`src/rtl/operand_fwd_stage.sv`:
```
// EXE-stage operand select with MEM/WB forwarding, load-use stall FSM and a
// valid/ready output register carrying NUM_SRC operands.
module operand_fwd_stage #(
  parameter int DATA_W  = 32,
  parameter int NUM_SRC = 2,
  parameter int REG_AW  = 5,
  parameter int CNT_W   = 16
) (
  input  logic                        clk,
  input  logic                        rst,
  input  logic                        id_valid,
  output logic                        id_ready,
  input  logic [NUM_SRC*REG_AW-1:0]   id_rs_addr,
  input  logic [NUM_SRC*DATA_W-1:0]   id_rf_data,
  input  logic [DATA_W-1:0]           id_imm,
  input  logic [NUM_SRC-1:0]          id_imm_sel,
  input  logic                        mem_wr_en,
  input  logic [REG_AW-1:0]           mem_rd_addr,
  input  logic                        mem_is_load,
  input  logic [DATA_W-1:0]           mem_alu_result,
  input  logic                        wb_wr_en,
  input  logic [REG_AW-1:0]           wb_rd_addr,
  input  logic [DATA_W-1:0]           wb_data,
  input  logic                        ld_valid,
  input  logic [DATA_W-1:0]           ld_data,
  output logic                        exe_valid,
  input  logic                        exe_ready,
  output logic [NUM_SRC*DATA_W-1:0]   exe_src,
  output logic [CNT_W-1:0]            stall_cycles
);

  typedef enum logic {
    IDLE    = 1'b0,
    WAIT_LD = 1'b1
  } state_t;

  state_t                      state, state_nxt;
  logic                        valid_nxt;
  logic [NUM_SRC*DATA_W-1:0]   src_nxt;
  logic [NUM_SRC-1:0]          pending, pend_nxt;
  logic [CNT_W-1:0]            cnt_nxt;
  logic [NUM_SRC*DATA_W-1:0]   sel_data;
  logic [NUM_SRC-1:0]          sel_pend;
  logic                        accept;

  assign id_ready = (state == IDLE) && (!exe_valid || exe_ready);
  assign accept   = id_valid && id_ready;

  // Per-source priority select; a MEM-stage load match marks the source
  // pending instead of producing data.
  always_comb begin
    logic [REG_AW-1:0] rs;
    // NOTE: every combinational output gets a default before any branch so
    // no path leaves it unassigned, which would otherwise infer a latch.
    sel_data = id_rf_data;
    sel_pend = '0;
    rs       = '0;
    for (int i = 0; i < NUM_SRC; i++) begin
      rs = id_rs_addr[i*REG_AW +: REG_AW];
      if (id_imm_sel[i]) begin
        sel_data[i*DATA_W +: DATA_W] = id_imm;
      end else if (rs == '0) begin
        sel_data[i*DATA_W +: DATA_W] = '0;
      end else if (mem_wr_en && mem_rd_addr == rs && mem_rd_addr != '0) begin
        sel_data[i*DATA_W +: DATA_W] = mem_alu_result;
        sel_pend[i]                  = mem_is_load;
      end else if (wb_wr_en && wb_rd_addr == rs && wb_rd_addr != '0) begin
        sel_data[i*DATA_W +: DATA_W] = wb_data;
      end
    end
  end

  always_comb begin
    state_nxt = state;
    valid_nxt = exe_valid;
    src_nxt   = exe_src;
    pend_nxt  = pending;
    cnt_nxt   = stall_cycles;
    case (state)
      IDLE: begin
        if (accept) begin
          for (int i = 0; i < NUM_SRC; i++) begin
            if (!sel_pend[i]) src_nxt[i*DATA_W +: DATA_W] = sel_data[i*DATA_W +: DATA_W];
          end
          pend_nxt = sel_pend;
          if (|sel_pend) begin
            valid_nxt = 1'b0;
            state_nxt = WAIT_LD;
          end else begin
            valid_nxt = 1'b1;
          end
        end else if (exe_valid && exe_ready) begin
          valid_nxt = 1'b0;
        end
      end
      WAIT_LD: begin
        if (ld_valid) begin
          for (int i = 0; i < NUM_SRC; i++) begin
            if (pending[i]) src_nxt[i*DATA_W +: DATA_W] = ld_data;
          end
          pend_nxt  = '0;
          valid_nxt = 1'b1;
          state_nxt = IDLE;
        end else if (stall_cycles != {CNT_W{1'b1}}) begin
          cnt_nxt = stall_cycles + 1'b1;
        end
      end
      default: state_nxt = IDLE;
    endcase
  end

  // NOTE: state is written with non-blocking assignments so every register
  // samples the values from before the edge; combinational blocks use blocking.
  always_ff @(posedge clk) begin
    if (rst) begin
      state        <= IDLE;
      exe_valid    <= 1'b0;
      exe_src      <= '0;
      pending      <= '0;
      stall_cycles <= '0;
    end else begin
      state        <= state_nxt;
      exe_valid    <= valid_nxt;
      exe_src      <= src_nxt;
      pending      <= pend_nxt;
      stall_cycles <= cnt_nxt;
    end
  end

endmodule

```
`config.mk`:
```
export PLATFORM = sky130hd
export DESIGN_NAME = operand_fwd_stage
export DESIGN_NICKNAME = d
export VERILOG_FILES = /design/src/rtl/operand_fwd_stage.sv
export SDC_FILE = /design/constraint.sdc
export NUM_CORES = 1
export LEC_CHECK = 0
export CORE_ASPECT_RATIO = 1.5
export CORE_MARGIN = 2
export CORE_UTILIZATION = 40
export CTS_CLUSTER_SIZE = 28
export DETAILED_ROUTE_END_ITERATION = 12
export PLACE_DENSITY = 0.78
export SLEW_MARGIN = 10
export SYNTH_ARGS = -nofsm -noshare
export SYNTH_HDL_FRONTEND = slang
export SYNTH_SLANG_ARGS = --single-unit
```
`constraint.sdc`:
```
create_clock -name clk -period 3.3 [get_ports clk]
set_clock_uncertainty 0.1 [all_clocks]
set_input_delay 0.99 -clock clk [delete_from_list [all_inputs] [get_ports clk]]
set_output_delay 0.99 -clock clk [all_outputs]
set_load 0.005 [all_outputs]
```
# ---- Word level (Yosys, flattened, before mapping)
# Index checks and enable logic that the tools add are counted.
dict set report totals {
  reg_bits 84
  in_bits 222
}
dict set report classes {
  add_sub_neg 1
  eq_ne 12
  muxes 33
  n_bitwise 2
  reduce_logical 23
}
# cell count
set ops {}
lappend ops {{$mux 32} 12}
lappend ops {{$mux 64} 2}
lappend ops {{$pmux 64 s2} 1}
lappend ops {{$eq 5x5->1} 4}
lappend ops {{$add 16x1->16 const B} 1}
lappend ops {{$ne 16x16->1 const B} 1}
lappend ops {{$mux 1} 13}
lappend ops {{$logic_and 1x1->1} 11}
lappend ops {{$logic_not 5->1} 2}
lappend ops {{$reduce_bool 5->1} 2}
lappend ops {{$ne 2x2->1 const B} 4}
lappend ops {{$reduce_and 4->1} 2}
lappend ops {{$mux 2} 2}
lappend ops {{$ne 2x1->1 const B} 2}
lappend ops {{$pmux 1 s2} 2}
lappend ops {{$pmux 2 s2} 1}
lappend ops {{$reduce_and 2->1} 2}
lappend ops {{$ne 3x2->1 const B} 1}
lappend ops {{$reduce_and 3->1} 1}
lappend ops {{$not 1->1} 2}
lappend ops {{$reduce_or 2->1} 1}
lappend ops {{$logic_not 1->1} 1}
lappend ops {{$logic_or 1x1->1} 1}

# ---- Logic depth before layout (Yosys ltp)
# Gate-level depths: netlist of run 1.
dict set report depth {
  word_depth 10
  mapped_depth 7
  mapped_depth_nobuf 6
}

# ---- Worst setup path after synthesis of run 1
# No wires, ideal clock.
dict set report synth_path {
  kind {input to register}
  from {in mem_rd_addr[1]}
  to {reg exe_src[34]}
  setup_time_ns 0.134
  t_arrival_ns 2.495
  t_required_ns 3.066
  setup_slack_ns 0.571
  cell_stages 7
  path_buffers 2
  path_cell_list {or4_4 -> o2111ai_4 -> o41a_1 -> buf_6 -> buf_12 -> mux2i_1 -> o22ai_1}
}
dict set report synth_via {
  elab_chain_len 9
  word_cells_on_any_way 15
}
# item line_no
set synth_lines {}
lappend synth_lines {{start, declared} 18} ;# input logic [REG_AW-1:0] mem_rd_addr,
lappend synth_lines {{$eq 5x5->1} 64} ;# end else if (mem_wr_en && mem_rd_addr == rs && mem_rd_addr != '0) begin
lappend synth_lines {{$logic_and 1x1->1} 64}
lappend synth_lines {{$logic_and 1x1->1 *} 64}
lappend synth_lines {{$mux 32} 64}
lappend synth_lines {{$mux 32} 62} ;# end else if (rs == '0) begin
lappend synth_lines {{$mux 32} 60} ;# if (id_imm_sel[i]) begin
lappend synth_lines {{$mux 32} 83} ;# if (!sel_pend[i]) src_nxt[i*DATA_W +: DATA_W] = sel_data[i*DATA_W +: DATA_W];
lappend synth_lines {{$mux 64} 81} ;# if (accept) begin
lappend synth_lines {{$pmux 64 s2} 79} ;# case (state)
lappend synth_lines {{end signal, assigned} 124} ;# exe_src <= src_nxt;
lappend synth_lines {{end, declared} 28} ;# output logic [NUM_SRC*DATA_W-1:0] exe_src,
# Every way passes the cells marked *; elsewhere a longest branch is shown, timed or not. The select of a mux whose other input is x is not followed.
# A chain may end at the register's enable or synchronous reset.

# ---- Worst setup path after layout of run 1
dict set report layout_path {
  from {in id_rs_addr[6]}
  to {reg exe_src[63]}
}
dict set report layout_via {
  elab_chain_len 10
  word_cells_on_any_way 19
}
# item line_no
set layout_lines {}
lappend layout_lines {{start, declared} 13} ;# input logic [NUM_SRC*REG_AW-1:0] id_rs_addr,
lappend layout_lines {{$eq 5x5->1} 67} ;# end else if (wb_wr_en && wb_rd_addr == rs && wb_rd_addr != '0) begin
lappend layout_lines {{$logic_and 1x1->1 (2 in series)} 67}
lappend layout_lines {{$mux 32} 67}
lappend layout_lines {{$mux 32} 64}
lappend layout_lines {{$mux 32} 62}
lappend layout_lines {{$mux 32} 60}
lappend layout_lines {{$mux 32} 83}
lappend layout_lines {{$mux 64} 81}
lappend layout_lines {{$pmux 64 s2} 79}
# Parallel ways exist; a longest one is shown, timed or not. The select of a mux whose other input is x is not followed.

==> metrics.yaml, run 1 <==
placement:
  port_buffers: 303
  globalplace.congestion: 0.9327
  placed_cells: 1330
  dpl_cell_area_mm2: 0.01007
  dp_hpwl_um: 20720
timing:
  rsz0062_at_grt: "false"
  fin_setup_tns_ps: 0
  slew_viol_final: 0
  setup_viol: 0
  period_needed_ps: 3041
  worst_pin_slew_ps: 995.3
  clock.fmax_ghz: 0.3288
  hold_viol_final: 0
  slew_headroom_pct: 33.49
  period_share_pct: 92.16
grt:
  grt_antenna_before_repair: 1
  grt_pass1_vias: 8420
  overflow: 0
  grt_max_degree: 70
  grtUsageTotal_pct: 31.77
  grt_pass1_wl_um: 43780
power_and_ir_drop:
  p_clk_share_pct: 33.0
  leakage_nw: 3.931
  switchingPower_mw: 0.9961
  seqPwrFrac_pct: 35.1
  swShare_pct: 31.32
  pwr-share-comb_pct: 31.9
  intPower_mw: 2.184
  p_per_area_mw_per_mm2: 306.4
  peakVddDrop_mv: 0.2374
  totalPowerFinal_mw: 3.180
min_path:
  whs_endpoint: "pending[0]"
  min_path_type: "register to register"
  hp-start: "pending[0]"
  holdPathStages: 2
clocking:
  cts.htree.levels: 3
  cts_root_buf: "clkbuf_16"
  path_clk_slew_ps: 70
  clock_path_buffers: 2
  cts_num_sinks: 84
  worstSkewPairLatency_ps: 340
  cts_buffers: 9
  cts_tree: "done"
  cts_setup_buffers: 0
setup_path:
  critical_path_class: "input port to register"
  r2r_cells: 5
  r2r-end: "stall_cycles[1]"
  worstPathArrival_ps: 3200
  crit_fanout: 32
  r2r_slack_ps: 1180
  critPathCaptureType: "register"
  crit_required_ps: 3460
  timing.rr.start: "stall_cycles[2]"
  start_kind: "input port"
floorplan:
  row_count: 57
  die_y_um: 161.8
  die_x_um: 109.2
  io_pins: 304
  core_area_mm2: 0.01626
  die_area_mm2: 0.01767
  start_util_pct: 40.84
cells_and_area:
  final_nets: 1358
  layout.cells.non_filler: 1347
  postLayoutCoreUtil_pct: 63.83
  stdcell_area_mm2: 0.01038
  final_layout_size_suffix_gt1_share_pct: 6.667
  syn_to_final_growth_pct: 56.32
synth:
  ys_seq_area_share_pct: 25.33
  ys_types: 48
  synth_seq_cells: 84
  syn_nets: 1086
  synthArstFlopShare_pct: 0
  syn_area_mm2: 0.006640
  synth_area_per_cell_um2: 7.694
  synth_top_flop_cell: "dfxtp_1"
  synth-edff-count: 0
  syn_inst: 863
  ys_warn_count: 0
status:
  status: "complete, no violations"
routing:
  firstDrtPassIters: 7
  wl_per_cell_um: 21.56
  drt_iter0_drc: 768
  vias: 8284
  final_antenna_net_count: 0
  wirelength_um: 29040
  drc: 0
  viasPerCell: 6.150
job:
  maxCapViolations: 0
==> cell usage in the layout, fill, tap and decap left out, types with 33 or more instances in the layout <==
cell and instances:
dfxtp_1 83, nor2_1 54, inv_1 71, a21oi_1 37, o21ai_0 36, o211ai_1 35
nor2b_1 33, nor3_1 67, mux2i_1 65, clkdlybuf4s50_1 301, a211oi_1 64
==> cell type report <==
cell class / count / area, µm²
well taps: 206 / 257.7
clock buffers: 9 / 225.2
clock inverters: 7 / 75.07
flip-flops and latches: 84 / 1685
repair buffers: 343 / 3533
multi-input cells: 626 / 4334
fillers: 1449 / 5881
inverters: 71 / 266.5
diodes: 1 / 2.502
==> state kept, by name (all words and copies together), names as in the netlist <==
| name | count |
|---|---|
| state | 1 |
| exe_src | 64 |
| pending | 2 |
| stall_cycles | 16 |
| exe_valid | 1 |
==> power by group through the flow <==
| stage | sequential (mW) | clock [mW] | combinational [mW] |
|---|---|---|---|
| floorplan | 1.14 | 0 | 0.400 |
| global placement | 1.14 | 0 | 0.989 |
| detailed placement | 1.14 | 0 | 0.998 |
| CTS | 1.12 | 1.06 | 1.00 |
| global route | 1.12 | 1.10 | 1.07 |
| finish | 1.12 | 1.05 | 1.01 |
==> cells in the mapped netlist (2+ instances only) <==
| library cell | number | area, µm² |
|---|---|---|
| nor3_1 | 68 | 340.3 |
| a22oi_1 | 32 | 240.2 |
| a21oi_1 | 37 | 185.2 |
| dfxtp_1 | 84 | 1682 |
| nor4_1 | 6 | 37.54 |
| or4_1 | 2 | 15.01 |
| a211oi_1 | 64 | 480.5 |
| mux2i_1 | 65 | 650.6 |
| nand2b_1 | 2 | 12.51 |
| buf_2 | 23 | 115.1 |
| a22o_1 | 32 | 280.3 |
| nor2_1 | 55 | 206.5 |
| nand2_1 | 11 | 41.29 |
| o31ai_1 | 32 | 240.2 |
| o21ai_0 | 36 | 180.2 |
| nand4_1 | 8 | 50.05 |
| and3_1 | 2 | 12.51 |
| xor2_1 | 5 | 43.79 |
| xnor2_1 | 29 | 254.0 |
| buf_4 | 3 | 22.52 |
| o211ai_1 | 35 | 262.8 |
| or2_2 | 3 | 18.77 |
| a31oi_1 | 2 | 12.51 |
| nand3_1 | 11 | 55.05 |
| nor4b_1 | 3 | 26.28 |
| o22ai_1 | 32 | 200.2 |
| o211ai_2 | 2 | 25.02 |
| nor2b_1 | 35 | 219.0 |
| buf_12 | 3 | 60.06 |
| inv_1 | 71 | 266.5 |
| clkbuf_1 | 52 | 195.2 |
| or4_4 | 2 | 22.52 |
==> what timing repair did <==
action,in CTS,in global routing
endpoints found under the setup margin,0,1
resized for setup,0,1
hold buffers,0,0
==> per-layer routing <==
metal / global-route usage, % / vias to the layer above / part of all wire (%)
li1: - / 3773 / -
met1: 35.90 / 3889 / 37
met2: 54.83 / 510 / 49
met3: 5.377 / 112 / 7.9
met4: 19.10 / 0 / 5.7
met5: 0 / - / 0
==> worst max-delay path, cell delays in order <==
cell	delay, ps
clkdlybuf4s50_1	470
xnor2_1	290
o2111ai_4	200
buf_4	180
nor2_4	740
a211oi_1	90
o22ai_1	220
==> cell families after synthesis <==
group / synth area share, %
fa+ha+maj: 0.1884
simple gates: 16.77
xor+xnor: 4.485
flops: 25.33
compound gates: 33.33
buf+inv: 10.10
mux: 9.798
==> worst max-delay path by stage <==
stage / from / endpoint / slack, ps
final: id_rs_addr[6] / exe_src[63] / 260
after global routing: id_rs_addr[6] / exe_src[36] / 100
after CTS: exe_ready / id_ready / 40
after detailed placement: id_rs_addr[6] / exe_src[33] / -60
after global placement: wb_rd_addr[3] / exe_src[11] / 10
after floorplan: mem_rd_addr[1] / exe_src[34] / 570
==> stage by stage <==
| step | setup WS, ps | hold slack [ps] |
|---|---|---|
| after global routing | 103.8 | 449.3 |
| after global placement | 9.870 | 382.7 |
| after CTS | 36.60 | 402.4 |
| final | 258.7 | 415.1 |
| after floorplan | 571.0 | 365.0 |
| after detailed placement | -58.78 | 391.4 |
Note: power is estimated with default switching activity, not from simulation.
==> run 2, diff against run 1 <==
==> constraint.sdc (replaced) <==
create_clock -name clk -period 3.6 [get_ports clk]
set_clock_uncertainty 0.1 [all_clocks]
set_input_delay 1.08 -clock clk [delete_from_list [all_inputs] [get_ports clk]]
set_output_delay 1.08 -clock clk [all_outputs]
set_load 0.005 [all_outputs]
==> metrics.yaml, run 2 (synthesis results as in run 1) <==
job:
  maxCapViolations: 0  # unchanged
cells_and_area:
  final_common_cell: "clkdlybuf4s50_1"  # unchanged
  syn_to_final_growth_pct: 54.97  # was 56.32%
  final_nets: 1349  # was 1358
  top_regs: "exe_src: 64 flops, stall_cycles: 16 flops, pending: 2 flops"  # unchanged
  mostFrequentLayoutCells: "302 x clkdlybuf4s50_1, 83 x dfxtp_1, 71 x inv_1, 67 x nor3_1, 65 x mux2i_1"  # was 301 x clkdlybuf4s50_1, 83 x dfxtp_1, 71 x inv_1, 67 x nor3_1, 65 x mux2i_1
  largest_reg_flops: 64  # unchanged
  top_register: "exe_src"  # unchanged
  final_layout_size_suffix_gt1_share_pct: 6.012  # was 6.667%
placement:
  port_buffers: 303  # unchanged
  dp_hpwl_um: 20100  # was 20720 µm
  globalplace.congestion: 0.9028  # was 0.9327
setup_path:
  start_kind: "input port"  # unchanged
  worstPathBufferInverterCount: 2  # unchanged
  critical_path.startpoint: "exe_ready"  # was id_rs_addr[6]
  crit_required_ps: 2420  # was 3460 ps
  critPathTopFamily: "buffers and inverters"  # was simple AND/OR/NAND/NOR gates
  timing.rr.start: "state"  # was stall_cycles[2]
  cp_cell_sequence: "clkdlybuf4s50_1, nor2b_2, nor2_1, clkdlybuf4s50_1"  # was clkdlybuf4s50_1, xnor2_1, o2111ai_4, buf_4, nor2_4, a211oi_1, o22ai_1
  crit_slowest_cell: "clkdlybuf4s50_1"  # was nor2_4
  r2r-end: "exe_src[17]"  # was stall_cycles[1]
  slowest_delay_ps: 530  # was 740 ps
  cp_common_cell: "clkdlybuf4s50_1"
  critPathCaptureType: "output pin"  # was register
  r2r_slack_ps: 1420  # was 1180 ps
  critical_path_class: "input port to output pin"  # was input port to register
  crit_fanout: 5  # was 32
  worstPathArrival_ps: 2300  # was 3200 ps
  crit_end: "id_ready"  # was exe_src[63]
  r2r_cells: 6  # was 5
  cp.depth: 4  # was 7
clocking:
  path_clk_slew_ps: 70  # about the same
  cts_root_buf: "clkbuf_16"  # unchanged
  cts_tree: "done"  # unchanged
  clock_path_buffers: 2  # unchanged
  worstSkewPairLatency_ps: 360  # was 340 ps
  hold_buffers: 0  # unchanged
  cts_num_sinks: 84  # unchanged
  cts_setup_buffers: 0  # unchanged
  cts.htree.levels: 3  # unchanged
  cts_buffers: 9  # unchanged
grt:
  grt_max_degree: 67  # was 70
  grtUsageTotal_pct: 31.76  # was 31.77%
  grt_pass1_vias: 8039  # was 8420
  grt_pass1_wl_um: 43280  # was 43780 µm
  overflow: 0  # unchanged
  grt_antenna_before_repair: 2  # was 1
routing:
  vias: 8131  # was 8284
  viasPerCell: 6.072  # was 6.150
  firstDrtPassIters: 8  # was 7
  wirelength_um: 28990  # was 29040 µm
  wl_per_cell_um: 21.65  # was 21.56 µm
  drc: 0  # unchanged
  drt_iter0_drc: 790  # was 768
  final_antenna_net_count: 0  # unchanged
floorplan:
  die_x_um: 109.2  # unchanged
  start_util_pct: 40.84  # unchanged
  die_area_mm2: 0.01767  # unchanged
  die_y_um: 161.8  # unchanged
  io_pins: 304  # unchanged
  row_count: 57  # unchanged
  core_area_mm2: 0.01626  # unchanged
timing:
  period_needed_ps: 3481
  clock.fmax_ghz: 0.2873
  slew_viol_final: 0  # unchanged
  slew_headroom_pct: 27.66  # was 33.49%
  hold_viol_final: 0  # unchanged
  worst_pin_slew_ps: 1083  # was 995.3 ps
  fin_setup_tns_ps: 0  # unchanged
  period_share_pct: 96.70
  setup_viol: 0  # unchanged
  whs_ps: 405.1  # was 415.1 ps
  rsz0062_at_grt: "false"  # unchanged
min_path:
  min_path_type: "register to register"  # unchanged
power_and_ir_drop:
  p_per_area_mw_per_mm2: 283.4  # was 306.4 mW/mm²
  peakVddDrop_mv: 0.2006  # was 0.2374 mV
  totalPowerFinal_mw: 2.916  # was 3.180 mW
  leakage_nw: 3.875  # was 3.931 nW
status:
  status: "complete, no violations"  # unchanged
==> run 2: metal layers <==
metal	routed length, µm	GRT usage [%]
met5	0	0
met4	1432	17.09
met3	2604	6.782
met2	14220	54.26
met1	10730	36.37
==> run 2: through the flow <==
stage,instances,util [%],instance area (µm²),setup WS (ps)
2_1_floorplan,863,-,6640,781.0
3_3_place_gp,1321,61.39,9982,88.23
3_5_place_dp,1321,61.39,9982,77.02
4_1_cts,1337,63.23,10280,68.29
5_1_grt,1339,63.28,10290,27.39
6_report,1339,63.28,10290,119.0
==> run 2: how the worst min path moves through the flow <==
stage | from | to | slack (ps) | depth (start not counted)
3_3_place_gp | pending[0] | pending[0] | 380 | 2
6_report | pending[0] | pending[0] | 410 | 2
3_5_place_dp | pending[0] | pending[0] | 390 | 2
2_1_floorplan | pending[0] | pending[0] | 360 | 2
4_1_cts | pending[0] | pending[0] | 400 | 2
5_1_grt | pending[0] | pending[0] | 440 | 2
==> run 2: power breakdown <==
group | leakage [nW] | switching [mW] | internal (mW) | total (mW)
Clock | 0.145 | 0.479 | 0.495 | 0.974
Sequential | 0.689 | 0.0328 | 0.987 | 1.02
Combinational | 3.04 | 0.406 | 0.515 | 0.922
Total | 3.87 | 0.919 | 2.00 | 2.92
==> run 2: worst register-to-register path, delay by kind of cell (launching register included) <==
| kind | cells | cell delay, ps |
|---|---|---|
| simple gates | 1 | 240 |
| flops | 1 | 670 |
| compound gates | 3 | 610 |
| buf+inv | 1 | 240 |
| mux | 1 | 210 |
==> run 2: layout make-up <==
| type | instances | area [µm²] |
|---|---|---|
| sequential | 84 | 1685 |
| tap | 206 | 257.7 |
| multi-input combinational | 626 | 4337 |
| timing repair buffer | 334 | 3438 |
| inverter | 71 | 266.5 |
| clock buffer | 9 | 225.2 |
| clock inverter | 7 | 75.07 |
| fill | 1506 | 5971 |
| antenna | 2 | 5.005 |
==> run 2: timing repair <==
action	CTS	global route
hold endpoints to repair	0	0
endpoints found under the setup margin	0	1
gates resized for setup	0	1
==> run 3, diff against run 2 <==
--- a/config.mk
+++ b/config.mk
@@ -6,8 +6,8 @@
 export NUM_CORES = 1
 export LEC_CHECK = 0
 export CORE_ASPECT_RATIO = 1.5
-export CORE_MARGIN = 2
 export CORE_UTILIZATION = 40
+export CTS_CLUSTER_DIAMETER = 100
 export CTS_CLUSTER_SIZE = 28
 export DETAILED_ROUTE_END_ITERATION = 12
 export PLACE_DENSITY = 0.78
==> metrics.yaml, run 3 (synthesis results as in run 1) <==
grt:
  grtUsageTotal_pct: 33.34  # was 31.76%
  grt_antenna_before_repair: 3  # was 2
  grt_pass1_wl_um: 44010  # was 43280 µm
  grt_max_degree: 64  # was 67
  grt_pass1_vias: 8294  # was 8039
  overflow: 0  # unchanged
routing:
  drc: 0  # unchanged
  vias: 8239  # was 8131
  final_antenna_net_count: 0  # unchanged
  firstDrtPassIters: 6  # was 8
  wl_per_cell_um: 21.48  # was 21.65 µm
  viasPerCell: 6.112  # was 6.072
  wirelength_um: 28950  # was 28990 µm
  drt_iter0_drc: 591  # was 790
clocking:
  cts.htree.levels: 3  # unchanged
  cts_buffers: 9  # unchanged
  cts_setup_buffers: 0  # unchanged
  cts_num_sinks: 84  # unchanged
  cts_tree: "done"  # unchanged
  cts_root_buf: "clkbuf_16"  # unchanged
  clock_path_buffers: 2  # unchanged
  cts_resized: 0  # unchanged
  worstSkewPairLatency_ps: 340  # was 360 ps
  hold_buffers: 0  # unchanged
  path_clk_slew_ps: 70  # about the same
floorplan:
  die_x_um: 107.2  # was 109.2 µm
  die_area_mm2: 0.01713  # was 0.01767 mm²
  die_y_um: 159.8  # was 161.8 µm
  start_util_pct: 41.02  # was 40.84%
  row_count: 57  # unchanged
  core_area_mm2: 0.01619  # was 0.01626 mm²
  io_pins: 304  # unchanged
cells_and_area:
  fillCellCount: 1415  # was 1506
  final_layout_size_suffix_gt1_share_pct: 6.585  # was 6.012%
  seqCellArea_mm2: 0.001685  # unchanged
  final_nets: 1357  # was 1349
  largest_reg_flops: 64  # unchanged
  top_register: "exe_src"  # unchanged
  top_regs: "exe_src: 64 flops, stall_cycles: 16 flops, pending: 2 flops"  # unchanged
  mostFrequentLayoutCells: "302 x clkdlybuf4s50_1, 83 x dfxtp_1, 71 x inv_1, 67 x nor3_1, 65 x mux2i_1"  # unchanged
  multiInputGateArea_mm2: 0.004334  # was 0.004337 mm²
  final_common_cell: "clkdlybuf4s50_1"  # unchanged
  syn_to_final_growth_pct: 55.38  # was 54.97%
timing:
  hold_viol_final: 0  # unchanged
  whs_ps: 392.7  # was 405.1 ps
  period_needed_ps: 3509  # was 3481 ps
  period_share_pct: 97.46  # was 96.70%
  clock.fmax_ghz: 0.2850  # was 0.2873 GHz
  slew_headroom_pct: 27.06  # was 27.66%
  worst_pin_slew_ps: 1088  # was 1083 ps
  slew_viol_final: 0  # unchanged
  setup_viol: 0  # unchanged
  rsz0062_at_grt: "false"  # unchanged
  fin_setup_tns_ps: 0  # unchanged
setup_path:
  r2r_slack_ps: 1440  # was 1420 ps
  timing.rr.start: "state"  # unchanged
  crit_end: "id_ready"  # unchanged
  worstPathArrival_ps: 2330  # was 2300 ps
  crit_required_ps: 2420  # about the same
  critical_path_class: "input port to output pin"  # unchanged
  r2r-end: "exe_src[13]"  # was exe_src[17]
  critical_path.startpoint: "exe_ready"  # unchanged
  critPathCaptureType: "output pin"  # unchanged
  crit_fanout: 5  # unchanged
  start_kind: "input port"  # unchanged
  r2r_cells: 5  # was 6
power_and_ir_drop:
  leakage_nw: 3.904  # was 3.875 nW
  p_per_area_mw_per_mm2: 280.4  # was 283.4 mW/mm²
  peakVddDrop_mv: 0.1986  # was 0.2006 mV
job:
  maxCapViolations: 0  # unchanged
placement:
  port_buffers: 303  # unchanged
  globalplace.congestion: 0.9108  # was 0.9028
  dp_hpwl_um: 20300  # was 20100 µm
status:
  status: "complete, no violations"  # unchanged
min_path:
  min_path_type: "register to register"  # unchanged
[run 3: changes by cell type in the layout (fill, tap and decap cells not counted)]
cell        change
clkinv_2        +1
nor2b_1         +1
clkinv_4        +1
clkinvlp_4      -1
diode_2         +1
nor2b_2         -1
buf_12          -2
buf_4          +10
inv_6           +1
inv_8           -2
[run 3: worst min path at each step]
stage	start	to	slack, ps	cells after the start
after floorplan	pending[0]	pending[0]	360	2
after global placement	pending[0]	pending[0]	380	2
after detailed placement	pending[0]	pending[0]	390	2
after CTS	pending[0]	pending[0]	400	2
after global routing	pending[0]	pending[0]	430	2
final	pending[0]	pending[0]	390	2
[run 3: layer usage]
| metal | vias to the layer above | track usage (%) | wire, µm |
|---|---|---|---|
| met3 | 121 | 6.204 | 2434 |
| met1 | 3823 | 37.91 | 10660 |
| met2 | 532 | 55.45 | 13990 |
| li1 | 3763 | - | - |
| met4 | 0 | 23.47 | 1873 |
| met5 | - | 0 | 0 |
[run 3: layout make-up]
cell class	instances	area share, %
Clock buffer	9	2.183
Sequential cell	84	16.34
Timing Repair Buffer	342	33.66
Inverter	71	2.583
Tap cell	206	2.498
Antenna cell	3	0.07276
Clock inverter	7	0.6549
Multi-Input combinational cell	626	42.01
[run 3: worst max-delay path: stages]
cell and delay [ps]:
clkdlybuf4s50_1 410, nor2b_1 270, nor2_1 90, clkdlybuf4s50_1 470
[run 3: power by group]
part	internal, mW	leakage, nW	switching [mW]
sequential	0.988	0.689	0.0364
clock	0.487	0.145	0.454
combinational	0.516	3.07	0.412
[run 3: through the flow]
step	utilization [%]	setup WS, ps	cell area (µm²)	std cells	power, mW
2_1_floorplan	-	781.0	6640	863	1.408
4_1_cts	63.68	82.73	10310	1345	2.893
3_3_place_gp	61.88	103.0	10020	1329	1.948
5_1_grt	63.73	11.79	10320	1348	3.008
6_report	63.73	91.32	10320	1348	2.893
3_5_place_dp	61.88	62.34	10020	1329	1.956
